`src/rtl/prog_mem_pkg.sv`:
```
// prog_mem_pkg: shared types, default sizes and the power-on demo program
// for the field-loadable program memory.
//   state_e       : controller states (INIT / RUN / LOAD)
//   NOP_DEFAULT   : default word driven while the memory is not serving fetches
//   default_word  : returns the built-in program word for an index
package prog_mem_pkg;

    typedef enum logic [1:0] {
        ST_INIT = 2'd0,
        ST_RUN  = 2'd1,
        ST_LOAD = 2'd2
    } state_e;

    localparam int         ADDR_W_DEFAULT   = 4;
    localparam int         DATA_W_DEFAULT   = 8;
    localparam int         DEFAULT_PROG_LEN = 16;
    localparam logic [7:0] NOP_DEFAULT      = 8'h00;

    // Power-on demo program; indices past its end read as NOP so larger
    // memories come up with a harmless tail.
    function automatic logic [7:0] default_word(input logic [31:0] idx);
        case (idx)
            32'd0:   default_word = 8'hB7;
            32'd1:   default_word = 8'h01;
            32'd2:   default_word = 8'hE1;
            32'd3:   default_word = 8'h01;
            32'd4:   default_word = 8'hE3;
            32'd5:   default_word = 8'hB6;
            32'd6:   default_word = 8'h01;
            32'd7:   default_word = 8'hE6;
            32'd8:   default_word = 8'h01;
            32'd9:   default_word = 8'hE8;
            32'd10:  default_word = 8'hB0;
            32'd11:  default_word = 8'hB4;
            32'd12:  default_word = 8'h01;
            32'd13:  default_word = 8'hEA;
            32'd14:  default_word = 8'hB8;
            32'd15:  default_word = 8'hF0;
            default: default_word = NOP_DEFAULT;
        endcase
    endfunction

endpackage

```
`src/rtl/prog_mem_if.sv`:
```
// prog_mem_if: CPU fetch port plus loader valid/ready port of prog_mem.
//   addr/data/ready                 : fetch address, registered data, data-valid
//   ld_start/ld_base/ld_len         : load request, first address, word count
//   ld_valid/ld_data/ld_ready       : word handshake
//   ld_done/ld_err                  : completion / illegal-length pulses
// master = CPU + loader side, slave = memory side.
interface prog_mem_if #(
    parameter int ADDR_W = 4,
    parameter int DATA_W = 8
);
    logic [ADDR_W-1:0] addr;
    logic [DATA_W-1:0] data;
    logic              ready;
    logic              ld_start;
    logic [ADDR_W-1:0] ld_base;
    logic [ADDR_W:0]   ld_len;
    logic              ld_valid;
    logic [DATA_W-1:0] ld_data;
    logic              ld_ready;
    logic              ld_done;
    logic              ld_err;

    modport master (
        output addr, ld_start, ld_base, ld_len, ld_valid, ld_data,
        input  data, ready, ld_ready, ld_done, ld_err
    );

    modport slave (
        input  addr, ld_start, ld_base, ld_len, ld_valid, ld_data,
        output data, ready, ld_ready, ld_done, ld_err
    );
endinterface

```
`src/rtl/prog_mem_ram.sv`:
```
// prog_mem_ram: DEPTH x DATA_W synchronous array with one write port and
// one registered read port. Contents are not reset; the controller rewrites
// them after every reset.
//   clk   : rising-edge clock
//   we    : write enable, waddr/wdata : write address/data
//   raddr : read address, rdata : read data registered on the edge
module prog_mem_ram #(
    parameter int ADDR_W = 4,
    parameter int DATA_W = 8
) (
    input  logic              clk,
    input  logic              we,
    input  logic [ADDR_W-1:0] waddr,
    input  logic [DATA_W-1:0] wdata,
    input  logic [ADDR_W-1:0] raddr,
    output logic [DATA_W-1:0] rdata
);
    localparam int DEPTH = 1 << ADDR_W;

    logic [DATA_W-1:0] mem_r [DEPTH];
    logic [DATA_W-1:0] rdata_r;

    // Array write and registered read.
    always_ff @(posedge clk) begin
        if (we) begin
            mem_r[waddr] <= wdata;
        end
        rdata_r <= mem_r[raddr];
    end

    assign rdata = rdata_r;
endmodule

```
`src/rtl/prog_mem.sv`:
```
// prog_mem: field-loadable program memory for the CPU fetch path.
// After reset it copies the default program into the array (INIT), then
// serves 1-cycle-latency fetches (RUN). A loader can replace a segment over
// a valid/ready port (LOAD); fetches stall (ready=0, data=NOP) meanwhile.
//   clk : rising-edge clock
//   rst : asynchronous active-high reset
//   bus : prog_mem_if slave modport (fetch + loader signals)
module prog_mem
    import prog_mem_pkg::*;
#(
    parameter int                ADDR_W   = ADDR_W_DEFAULT,
    parameter int                DATA_W   = DATA_W_DEFAULT,
    parameter logic [DATA_W-1:0] NOP_WORD = DATA_W'(NOP_DEFAULT)
) (
    input  logic         clk,
    input  logic         rst,
    prog_mem_if.slave    bus
);
    localparam int                DEPTH    = 1 << ADDR_W;
    localparam logic [ADDR_W-1:0] PTR_LAST = ADDR_W'(DEPTH - 1);
    localparam logic [ADDR_W-1:0] PTR_ONE  = ADDR_W'(1);
    localparam logic [ADDR_W-1:0] PTR_ZERO = ADDR_W'(0);
    localparam logic [ADDR_W:0]   LEN_MAX  = (ADDR_W + 1)'(DEPTH);
    localparam logic [ADDR_W:0]   LEN_ZERO = (ADDR_W + 1)'(0);
    localparam logic [ADDR_W:0]   REM_ONE  = (ADDR_W + 1)'(1);

    state_e            state_r;
    state_e            state_nxt_s;
    logic [ADDR_W-1:0] ptr_r;
    logic [ADDR_W-1:0] ptr_nxt_s;
    logic [ADDR_W:0]   rem_r;
    logic [ADDR_W:0]   rem_nxt_s;
    logic              ready_r;
    logic              ready_nxt_s;
    logic              ld_ready_r;
    logic              ld_done_r;
    logic              ld_done_nxt_s;
    logic              ld_err_r;
    logic              ld_err_nxt_s;

    logic              we_s;
    logic [DATA_W-1:0] wdata_s;
    logic [DATA_W-1:0] init_word_s;
    logic [DATA_W-1:0] rdata_s;
    logic              len_ok_s;
    logic              xfer_s;

    assign init_word_s = DATA_W'(default_word(32'(ptr_r)));
    assign len_ok_s    = (bus.ld_len != LEN_ZERO) && (bus.ld_len <= LEN_MAX);
    assign xfer_s      = bus.ld_valid && (state_r == ST_LOAD);

    prog_mem_ram #(
        .ADDR_W (ADDR_W),
        .DATA_W (DATA_W)
    ) u_ram (
        .clk   (clk),
        .we    (we_s),
        .waddr (ptr_r),
        .wdata (wdata_s),
        .raddr (bus.addr),
        .rdata (rdata_s)
    );

    // State register.
    always_ff @(posedge clk or posedge rst) begin
        if (rst) begin
            state_r <= ST_INIT;
        end else begin
            state_r <= state_nxt_s;
        end
    end

    // Next-state logic.
    always_comb begin
        state_nxt_s = state_r;
        case (state_r)
            ST_INIT: begin
                if (ptr_r == PTR_LAST) begin
                    state_nxt_s = ST_RUN;
                end else begin
                    state_nxt_s = ST_INIT;
                end
            end
            ST_RUN: begin
                if (bus.ld_start && len_ok_s) begin
                    state_nxt_s = ST_LOAD;
                end else begin
                    state_nxt_s = ST_RUN;
                end
            end
            ST_LOAD: begin
                if (xfer_s && (rem_r == REM_ONE)) begin
                    state_nxt_s = ST_RUN;
                end else begin
                    state_nxt_s = ST_LOAD;
                end
            end
            default: state_nxt_s = ST_INIT;
        endcase
    end

    // Per-state write strobes, pointer/count updates and pulse requests.
    always_comb begin
        we_s          = 1'b0;
        wdata_s       = bus.ld_data;
        ptr_nxt_s     = ptr_r;
        rem_nxt_s     = rem_r;
        ld_done_nxt_s = 1'b0;
        ld_err_nxt_s  = 1'b0;
        case (state_r)
            ST_INIT: begin
                // ptr wraps DEPTH-1 -> 0 by width, leaving it at 0 for RUN.
                we_s      = 1'b1;
                wdata_s   = init_word_s;
                ptr_nxt_s = ptr_r + PTR_ONE;
            end
            ST_RUN: begin
                if (bus.ld_start) begin
                    if (len_ok_s) begin
                        ptr_nxt_s = bus.ld_base;
                        rem_nxt_s = bus.ld_len;
                    end else begin
                        ld_err_nxt_s = 1'b1;
                    end
                end else begin
                    ptr_nxt_s = ptr_r;
                end
            end
            ST_LOAD: begin
                if (xfer_s) begin
                    we_s          = 1'b1;
                    ptr_nxt_s     = ptr_r + PTR_ONE;
                    rem_nxt_s     = rem_r - REM_ONE;
                    ld_done_nxt_s = (rem_r == REM_ONE);
                end else begin
                    we_s = 1'b0;
                end
            end
            default: begin
                we_s      = 1'b0;
                ptr_nxt_s = PTR_ZERO;
            end
        endcase
        // READY needs a RUN-state read on this edge and must drop in the
        // same cycle a load is accepted.
        ready_nxt_s = (state_r == ST_RUN) && (state_nxt_s == ST_RUN);
    end

    // Datapath and output registers.
    always_ff @(posedge clk or posedge rst) begin
        if (rst) begin
            ptr_r      <= PTR_ZERO;
            rem_r      <= LEN_ZERO;
            ready_r    <= 1'b0;
            ld_ready_r <= 1'b0;
            ld_done_r  <= 1'b0;
            ld_err_r   <= 1'b0;
        end else begin
            ptr_r      <= ptr_nxt_s;
            rem_r      <= rem_nxt_s;
            ready_r    <= ready_nxt_s;
            ld_ready_r <= (state_nxt_s == ST_LOAD);
            ld_done_r  <= ld_done_nxt_s;
            ld_err_r   <= ld_err_nxt_s;
        end
    end

    // The RAM read register and ready_r update on the same edge, so
    // masking with ready_r keeps DATA and READY aligned.
    assign bus.data     = ready_r ? rdata_s : NOP_WORD;
    assign bus.ready    = ready_r;
    assign bus.ld_ready = ld_ready_r;
    assign bus.ld_done  = ld_done_r;
    assign bus.ld_err   = ld_err_r;
endmodule
```
`src/flat_wrapper.sv`:
```
// flat-port wrapper written by rule: the top's interface ports become plain ports
module prog_mem_flat import prog_mem_pkg::*;
#(
    parameter int                ADDR_W   = ADDR_W_DEFAULT,
    parameter int                DATA_W   = DATA_W_DEFAULT,
    parameter logic [DATA_W-1:0] NOP_WORD = DATA_W'(NOP_DEFAULT)
)
  (clk, rst, bus_addr, bus_ld_start, bus_ld_base, bus_ld_len, bus_ld_valid, bus_ld_data, bus_data, bus_ready, bus_ld_ready, bus_ld_done, bus_ld_err);
  prog_mem_if #(.ADDR_W(ADDR_W), .DATA_W(DATA_W)) bus_i ();
  input  logic clk;
  input  logic rst;
  input wire logic [$bits(bus_i.addr)-1:0] bus_addr;
  input wire logic [$bits(bus_i.ld_start)-1:0] bus_ld_start;
  input wire logic [$bits(bus_i.ld_base)-1:0] bus_ld_base;
  input wire logic [$bits(bus_i.ld_len)-1:0] bus_ld_len;
  input wire logic [$bits(bus_i.ld_valid)-1:0] bus_ld_valid;
  input wire logic [$bits(bus_i.ld_data)-1:0] bus_ld_data;
  output wire logic [$bits(bus_i.data)-1:0] bus_data;
  output wire logic [$bits(bus_i.ready)-1:0] bus_ready;
  output wire logic [$bits(bus_i.ld_ready)-1:0] bus_ld_ready;
  output wire logic [$bits(bus_i.ld_done)-1:0] bus_ld_done;
  output wire logic [$bits(bus_i.ld_err)-1:0] bus_ld_err;
  assign bus_i.addr = bus_addr;
  assign bus_i.ld_start = bus_ld_start;
  assign bus_i.ld_base = bus_ld_base;
  assign bus_i.ld_len = bus_ld_len;
  assign bus_i.ld_valid = bus_ld_valid;
  assign bus_i.ld_data = bus_ld_data;
  assign bus_data = bus_i.data;
  assign bus_ready = bus_i.ready;
  assign bus_ld_ready = bus_i.ld_ready;
  assign bus_ld_done = bus_i.ld_done;
  assign bus_ld_err = bus_i.ld_err;
  prog_mem #(.ADDR_W(ADDR_W), .DATA_W(DATA_W), .NOP_WORD(NOP_WORD)) u_core (.clk(clk), .rst(rst), .bus(bus_i));
endmodule
```
`config.mk`:
```
export PLATFORM = sky130hd
export DESIGN_NAME = prog_mem_flat
export DESIGN_NICKNAME = d
export VERILOG_FILES = /design/src/rtl/prog_mem_pkg.sv /design/src/rtl/prog_mem_if.sv /design/src/rtl/prog_mem_ram.sv /design/src/rtl/prog_mem.sv /design/src/flat_wrapper.sv
export SDC_FILE = /design/constraint.sdc
export NUM_CORES = 1
export LEC_CHECK = 0
export ABC_AREA = 1
export CORE_ASPECT_RATIO = 0.5
export CORE_MARGIN = 5
export CORE_UTILIZATION = 56
export DETAILED_ROUTE_END_ITERATION = 12
export GPL_TIMING_DRIVEN = 0
export PLACE_DENSITY = 0.86
export SYNTH_ARGS = -nofsm -noshare
export SYNTH_HDL_FRONTEND = slang
export SYNTH_SLANG_ARGS = --single-unit
```
`constraint.sdc`:
```
create_clock -name clk -period 4.2 [get_ports clk]
set_clock_uncertainty 0.1 [all_clocks]
set_input_delay 0.84 -clock clk [delete_from_list [all_inputs] [get_ports clk]]
set_output_delay 0.84 -clock clk [all_outputs]
set_load 0.005 [all_outputs]
```
==> summary.md <==
| Metric | Value |
|---|---|
| Die Y | 86.4 um |
| Syn Inst Count | 628 |
| Placement Rows | 27 |
| Vias per inst | 5.96 |
| Crit path largest cell delay | 1120 ps |
| Syn-to-layout area delta | 17.8% |
| CP startpoint kind | flop |
| First DRT Iteration DRCs | 753 |
| Chip Width | 163 um |
| Most frequent CP cell | inv_1 |
| Final setup TNS | 0 ps |
| Slew @ Worst Pin | 1450 ps |
| Syn_area_per_cell | 10.4 um2 |
| Layout cells sized above 1 | 8.92% |
| Count leader, synth | edfxtp_1 |
| Via count | 5087 |
| DRC | 0 |
| First-pass GRT wire length | 26500 um |
| CP max-delay cell | a21oi_1 |
| Full die area | 14100 um2 |
| # setup viols final | 0 |
| Synth top area share | 58.7% |
| Slew HR | 3.37% |
| Core area | 11200 um2 |
| CTS Hold Bufs | 0 |
| Leakage | 3.04 nW |
| Synth Cell Area | 6550 um2 |
| Initial antenna violation count | 0 |
| Post-synthesis sequential area ratio | 66.9% |
| Initial Utilization | 58.4% |
| Post-synth top area cell | edfxtp_1 |
| CTS Buffer Depth | 2 |
| CTS H-tree depth | 4 |
| Max Slew Vio Count | 0 |
| Ys flop type | edfxtp_1 |
| Routed WL | 16900 um |
| VDD IR max | 413 uV |
| Clock Sinks | 151 |
| Crit path launch | u_core.ptr_r[1] |
| Global Route Usage Sum | 25.2% |
| Reg2Reg Capture Point | u_core.u_ram.mem_r[10][6] |
| Yosys warnings | 0 |
| Crit Path Max Fanout | 16 |
| Power per Cell Area | 770 nW/um2 |
| IO Pins | 37 |
| Drt wl/cell | 19.8 um |
| Worst r2r path cells | 6 |
| Clk_lat worst skew | 420 ps |
| WL met3 | 2620 um |
| Area after DPL | 7110 um2 |
| CP Class | flop to flop |
| Vias in the first global route | 4895 |
| TritonCTS clock tree | yes |
| Area of the multi-input gates | 1890 um2 |
| Cell count along the critical path | 6 |
| Final Cell Area | 7710 um2 |
| EDFF count, synth | 128 |
| Routed Antenna Nets | 0 |
| Top cells by count, synth | edfxtp_1 (128), nand2_1 (122), nor2_1 (107), nand3_1 (70) |
| Crit path capture | u_core.u_ram.mem_r[10][6] |
| Outcome | finished clean |
| CTS root buf | clkbuf_16 |
| GR Overflow Total | 0 |
| Post-CTS setup buffers | 0 |
| WP data arrival | 2740 ps |
| Post-cts resize count | 0 |
| Max layer used | met4 |
| Gp weighted congestion | 0.927 |
| Clock-pin slew on the worst setup and hold paths | 60 ps |
| Final #Nets | 716 |
| Hold Fails Final Rpt | 0 |
| Final min period | 2820 ps |
| Delay-heaviest family, CP | compound AO/OA/AOI/OAI gates |
| CP Buf/Inv Count | 3 |
| First-pass iteration count of the detailed router | 6 |
| # diodes | 0 |
| Fraction of registers with async set/reset | 9.93% |
| Routed length on met1 | 6260 um |
| Worst r2r src | u_core.ptr_r[1] |
| Tcrit/Tclk final | 67.2% |
| WP data required | 4110 ps |
| Port bufs | 34 |
| RSZ-0062 raised after global routing | no |
| F_max | 0.354 GHz |
| Largest net degree at the start of global routing | 17 |
| Wire length on met2 | 7420 um |
| Synth Net Count | 662 |
| Final HPWL DP | 11000 um |
| Filler cells | 757 |
| Synth area leaders | edfxtp_1 (59%), nand2_1 (7.0%), nor2_1 (6.1%) |
| Register-to-register setup slack | 1380 ps |
| Synth cell types | 26 |
| Max cap viols | 0 |
| Yosys reg bits | 151 |
| Hold Path Class | flop to flop |
| Cells along the critical path | inv_1, ha_1, inv_1, o21ai_0, inv_1, a21oi_1 |
| FF+latch area | 4380 um2 |
| CP Capture Type | flop |
| Cts bufs inserted | 17 |
[registers in the layout (all words and copies together) (netlist names)]
| name | cells |
|---|---|
| u_core.u_ram.mem_r | 128 |
| u_core.u_ram.rdata | 8 |
| u_core.rem_r | 5 |
| u_core.ptr_r | 4 |
| u_core.state_r | 2 |
| u_core.bus.ld_done | 1 |
| u_core.bus.ld_err | 1 |
| u_core.bus.ld_ready | 1 |
| u_core.bus.ready | 1 |
[per-layer routing]
metal  track usage, %  vias up
met5                0        -
met4             10.3        0
met3             8.98       68
met2             39.0      440
met1             33.0     2325
li1                 -     2254
[worst reg2reg max path: stages, from the launching register on]
cell,delay (ps)
dfrtp_1,440
inv_1,140
ha_1,200
inv_1,100
o21ai_0,230
inv_1,90
a21oi_1,1120
[report_power, final]
| group | internal [W] | switching, W |
|---|---|---|
| registers | 0.00252 | 0.000153 |
| clock network | 0.000899 | 0.000592 |
| logic | 0.000407 | 0.00136 |
[layout by cell type (no fill, tap or decap), types with 2 or more instances in the layout]
cell type,n
clkinvlp_4,3
nor2_1,107
clkbuf_16,17
a21oi_1,6
clkinv_2,6
nand3_1,70
edfxtp_1,128
clkinv_4,2
buf_2,13
ha_1,9
o21ai_0,48
nor2_4,2
nor3_2,2
o21ai_1,3
inv_2,4
inv_1,49
o211ai_1,16
nand2_1,122
a31oi_2,3
clkbuf_8,2
bufinv_16,2
dfrtp_1,15
clkdlybuf4s50_1,34
clkbuf_1,13
dfxtp_1,8
[area by class of cell]
| class | instances | share of cell area, % |
|---|---|---|
| clock buffer | 19 | 5.88 |
| buffer | 26 | 1.48 |
| clock inverter | 13 | 1.69 |
| tap | 159 | 2.58 |
| timing repair buffer | 35 | 4.51 |
| sequential | 151 | 56.8 |
| inverter | 53 | 2.58 |
| multi-input combinational | 398 | 24.5 |
[how the worst min path moves through the flow]
stage	start	to	slack (ps)	depth (start not counted)
after floorplan	u_core.rem_r[4]	u_core.rem_r[4]	400	2
after global placement	u_core.rem_r[1]	u_core.rem_r[1]	420	2
after detailed placement	u_core.rem_r[4]	u_core.rem_r[4]	420	2
after CTS	u_core.rem_r[4]	u_core.rem_r[4]	440	2
after global routing	u_core.rem_r[4]	u_core.rem_r[4]	480	2
final	u_core.rem_r[4]	u_core.rem_r[4]	440	2
[metrics by stage]
| stage | hold slack (ps) | power [W] | cells | util (%) | worst slack (ps) |
|---|---|---|---|---|---|
| global placement | 423 | 0.00425 | 821 | 63.2 | 753 |
| floorplan | 398 | 0.00364 | 628 | - | 1940 |
| finish | 439 | 0.00593 | 854 | 68.7 | 1380 |
| detailed placement | 421 | 0.00437 | 822 | 63.4 | 798 |
| CTS | 437 | 0.00585 | 854 | 68.6 | 1240 |
| global route | 483 | 0.00618 | 854 | 68.7 | 1280 |
[cells by family (layout without fill, tap and decap cells)]
| logic type | after synthesis | in the layout | synth area share, % |
|---|---|---|---|
| simple gates | 308 | 308 | 19.6 |
| flops | 151 | 151 | 66.9 |
| compound gates | 81 | 81 | 7.04 |
| buf+inv | 79 | 146 | 4.78 |
| fa+ha+maj | 9 | 9 | 1.72 |
(Power assumes the default switching activity.)
